### src/rtl/rect_ctl.sv
// Frame-synchronous position controller for the rectangle sprite: it follows the mouse while idle,
// and after a left click it falls under gravity with damped bounces off a floor line.
module rect_ctl #(
  parameter int unsigned FLOOR_Y = 536,
  parameter int unsigned GRAVITY = 1,
  parameter int unsigned VMAX    = 31
) (
  input  logic        clk,
  input  logic        rst,
  input  logic        vblnk,
  input  logic [11:0] mouse_xpos,
  input  logic [11:0] mouse_ypos,
  input  logic        mouse_left,
  output logic [11:0] xpos,
  output logic [11:0] ypos,
  output logic        falling
);

  localparam int unsigned PW = 12;
  localparam int unsigned VW = 8;
  localparam int unsigned SW = PW + 1;

  typedef enum logic [1:0] {HOLD, FALL, RISE, REST} state_t;

  state_t        state;
  logic [VW-1:0] vel;
  logic          vblnk_d;

  logic          tick;
  logic [VW:0]   v_inc;
  logic [VW-1:0] v_sat;
  logic [VW-1:0] v_half;
  logic [SW-1:0] y_sum;
  logic          hit;
  logic [PW-1:0] y_up;
  logic [VW-1:0] vel_dn;
  logic [PW-1:0] y_clamp;

  // Per-frame arithmetic; the sum is one bit wider than ypos so it cannot wrap.
  always_comb begin
    tick    = vblnk & ~vblnk_d;
    v_inc   = (VW+1)'(vel) + (VW+1)'(GRAVITY);
    v_sat   = (v_inc > (VW+1)'(VMAX)) ? VW'(VMAX) : VW'(v_inc);
    v_half  = v_sat >> 1;
    y_sum   = SW'(ypos) + SW'(v_sat);
    hit     = (y_sum >= SW'(FLOOR_Y));
    y_up    = (ypos >= PW'(vel)) ? (ypos - PW'(vel)) : '0;
    vel_dn  = (vel >= VW'(GRAVITY)) ? (vel - VW'(GRAVITY)) : '0;
    y_clamp = (mouse_ypos > PW'(FLOOR_Y)) ? PW'(FLOOR_Y) : mouse_ypos;
  end

  // All state and outputs advance only on the rising edge of vblnk.
  always_ff @(posedge clk or posedge rst) begin
    if (rst) begin
      state   <= HOLD;
      vel     <= '0;
      xpos    <= '0;
      ypos    <= '0;
      falling <= 1'b0;
      vblnk_d <= 1'b0;
    end else begin
      vblnk_d <= vblnk;
      if (tick) begin
        case (state)
          HOLD: begin
            xpos <= mouse_xpos;
            ypos <= y_clamp;
            if (mouse_left) begin
              vel     <= '0;
              state   <= FALL;
              falling <= 1'b1;
            end else begin
              falling <= 1'b0;
            end
          end
          FALL: begin
            if (hit) begin
              ypos <= PW'(FLOOR_Y);
              vel  <= v_half;
              if (v_half == '0) begin
                state   <= REST;
                falling <= 1'b0;
              end else begin
                state   <= RISE;
                falling <= 1'b1;
              end
            end else begin
              ypos    <= PW'(y_sum);
              vel     <= v_sat;
              falling <= 1'b1;
            end
          end
          RISE: begin
            ypos    <= y_up;
            vel     <= vel_dn;
            falling <= 1'b1;
            if (vel_dn == '0) state <= FALL;
          end
          REST: begin
            ypos <= PW'(FLOOR_Y);
            if (!mouse_left) state <= HOLD;
            falling <= 1'b0;
          end
          default: begin
            state   <= HOLD;
            falling <= 1'b0;
          end
        endcase
      end
    end
  end

endmodule
### config.mk
export PLATFORM = sky130hd
export DESIGN_NAME = rect_ctl
export DESIGN_NICKNAME = d
export VERILOG_FILES = /design/src/rtl/rect_ctl.sv
export SDC_FILE = /design/constraint.sdc
export NUM_CORES = 1
export LEC_CHECK = 0
export CAP_MARGIN = 40
export CORE_MARGIN = 2
export CORE_UTILIZATION = 49
export DETAILED_ROUTE_END_ITERATION = 7
export GPL_TIMING_DRIVEN = 0
export PLACE_DENSITY = 0.77
export REMOVE_ABC_BUFFERS = 1
export SYNTH_ARGS = -nofsm -noshare
export SYNTH_HDL_FRONTEND = slang
export SYNTH_SLANG_ARGS = --single-unit
### constraint.sdc
create_clock -name clk -period 4.25 [get_ports clk]
set_clock_uncertainty 0.15 [all_clocks]
set_input_delay 0.85 -clock clk [delete_from_list [all_inputs] [get_ports clk]]
set_output_delay 0.85 -clock clk [all_outputs]
set_load 0.01 [all_outputs]
==> results.cfg <==
[placed_design]
gp_congestion = 0.9545
portBuffers = 52
dp_hpwl_mm = 6.906
post-place-cells = 491

[clock_network]
clkTransAtPathRegs_ps = 80
numCtsBuffers = 5
cts_tree = done
cts_max_level = 2
root_buffer = clkbuf_8
clock_path_buffers = 2
postCtsHoldBufs = 0
clock_latency_ps = 300
cts_sinks = 36

[final_layout]
final_nets = 491
area_growth_pct = 28.12
final_cells = 515
fin_util_pct = 64.65
layout_commonest_cell = clkdlybuf4s50_1
drive_above_1_share_pct = 16.21
final_cell_mix = clkdlybuf4s50_1, dfrtp_1, nand2_1
diodes = 0
n_fill_cell = 528

[logic_synthesis]
ys_seq_area_share_pct = 28.28
async_flop_share_pct = 100.0
ys_warn_count = 0
syn-mean-instance-area_um2 = 8.586
synth_seq_cells = 36
syn_area_um2 = 3186
synth_ff_type = dfrtp_1
synth.distinct_cells = 72
netlist_instances = 371
synth_enable_flop_cells = 0

[pwr]
p_leak_nw = 1.680
power.total_mw = 3.702
ir_worst_vdd_mv = 0.4736
power.density_nw_per_um2 = 907.1

[worst_setup_path]
cp-end-kind = register
crit_top_cell = ha_2
rr_worst_depth = 16
cp.depth = 16
worst-path-max-fanout = 8
path_buf_inv = 2
path_class = reg -> reg
slowest_delay_ps = 610
startpoint_type = register
crit_family = compound AO/OA/AOI/OAI gates
crit_slowest_cell = o41a_4
cp.required_ps = 4260
arrival_ps = 4080
crit_chain = ha_2 > xor2_2 > a31oi_1 > o311a_1 > nand2_1 > ha_2 > inv_1 > fa_2 > nand2b_4 > a21oi_2 > buf_4 > o211a_1 > o22ai_1 > o41a_4 > o21ai_4 > o221ai_1

[floorplan]
die_x_um = 84.63
coreArea_um2 = 6314
initial_core_util_pct = 50.46
boundaryPins = 53
rows = 29
die_area_um2 = 7162
die_h_um = 84.63

[detailed_routing]
vias_per_cell = 6.169
drc_errors = 0
ant_nets = 0
post_drt_wl_per_cell_um = 18.13
wl_mm = 9.339
via_count = 3177
dr.pass1.iters = 5
drtIter0Drc = 242

[global_route]
overflow = 0
antenna_found_initial = 0
grt_pass1_vias = 3047
gr-usage-all-layers_pct = 26.13
grt_max_degree = 37
grt_pass1_wl_mm = 14.96

[timing]
fin_tns_setup_ps = 0
rsz0062_at_grt = no
fin_crit_sh_pct = 95.81
final.min_clock_period_ps = 4072
setup_viol = 0
max_slew_margin_pct = 46.68
tightestPinTransition_ps = 798.6
max_freq_ghz = 0.2456
slew_violations = 0
timing_hold_violations_final = 0

[run]
maxCapViolations = 0

[worst_hold_path]
hold_depth = 1
worst_hold_path_type = reg -> reg

[run_status]
status = finished clean
[path summary, 6_finish.rpt]
kind                       startpoint  endpoint  slack, ps
min in group asynchronous         rst   xpos[8]        880
setup / recovery               vel[0]  state[0]        180
setup reg to reg               vel[0]  state[0]        180
hold reg to reg               xpos[4]   xpos[4]        360
max in group asynchronous         rst    vel[0]       2510
hold / removal                xpos[4]   xpos[4]        360
[cells in the mapped netlist, types with 3 or more instances]
| cell | count | share of area (%) |
|---|---|---|
| o31ai_1 | 4 | 0.94 |
| clkbuf_1 | 9 | 1.1 |
| mux2_2 | 12 | 4.2 |
| ha_1 | 24 | 9.4 |
| nand3_1 | 16 | 2.5 |
| xnor2_1 | 15 | 4.1 |
| nand4_1 | 4 | 0.79 |
| o21a_1 | 3 | 0.71 |
| nor2b_1 | 6 | 1.2 |
| a21o_1 | 4 | 0.94 |
| nor2_1 | 26 | 3.1 |
| o221ai_1 | 3 | 0.82 |
| a21oi_1 | 23 | 3.6 |
| a31oi_1 | 5 | 0.98 |
| inv_1 | 28 | 3.3 |
| nor4_1 | 7 | 1.4 |
| buf_2 | 3 | 0.47 |
| o21ai_1 | 6 | 0.94 |
| o22ai_1 | 3 | 0.59 |
| o21bai_1 | 3 | 0.71 |
| a211oi_1 | 5 | 1.2 |
| dfrtp_1 | 36 | 28 |
| nand2b_1 | 4 | 0.79 |
| nor3_1 | 5 | 0.79 |
| nand2_1 | 26 | 3.1 |
| mux2i_1 | 4 | 1.3 |
| o21ai_0 | 28 | 4.4 |
[stage by stage]
step           setup slack [ps]  hold slack (ps)  cell area (um^2)
4_1_cts                   30.20            364.7              3976
6_report                  178.0            359.6              4081
3_5_place_dp             -313.6            345.1              3780
2_1_floorplan             342.3            319.6              3141
3_3_place_gp             -237.0            339.1              3757
5_1_grt                   4.631            375.6              4081
[flip-flops by register name (all words and copies together), names as in the netlist]
signal	count
xpos	12
ypos	12
vel	8
state	2
falling	1
vblnk_d	1
[cell type report]
type                       count  area [um^2]  share of cell area [%]
tap                           77        96.34                   2.361
timing repair buffer          70        666.9                   16.34
inverter                      28        108.9                   2.667
clock inverter                 3        21.27                  0.5212
multi-input combinational    296         2215                   54.26
sequential                    36        904.6                   22.16
clock buffer                   5        68.82                   1.686
[power breakdown]
| part | total, mW | internal, mW | leakage [nW] | switching [mW] |
|---|---|---|---|---|
| clock | 0.261 | 0.117 | 0.0445 | 0.144 |
| sequential | 0.664 | 0.483 | 0.450 | 0.181 |
| combinational | 2.78 | 1.24 | 1.19 | 1.53 |
| total | 3.70 | 1.84 | 1.68 | 1.86 |
[cell families after synthesis]
group                    share of synthesized area, %
AO/OA/AOI/OAI                                   28.52
AND/OR/NAND/NOR                                 17.40
buffers and inverters                           4.831
flip-flops                                      28.28
adder cells (fa/ha/maj)                         10.68
XOR/XNOR                                        4.674
multiplexers                                    5.499
other                                          0.1177
[per-layer routing]
layer | share of wire [%] | track usage, % | routed length [um]
met5 | 0 | 0 | 0
met3 | 4.6 | 3.835 | 429
met4 | 1.8 | 8.947 | 171
met2 | 50 | 43.52 | 4632
met1 | 44 | 34.79 | 4104
[repair_timing]
action / 4_1_cts / 5_1_grt
gates cloned: 0 / 0
setup endpoints to repair: 18 / 18
pin swaps: 4 / 4
buffers inserted: 8 / 8
resized for setup: 10 / 13
hold endpoints to repair: 0 / 0
Power figures use the tool's default switching activity.
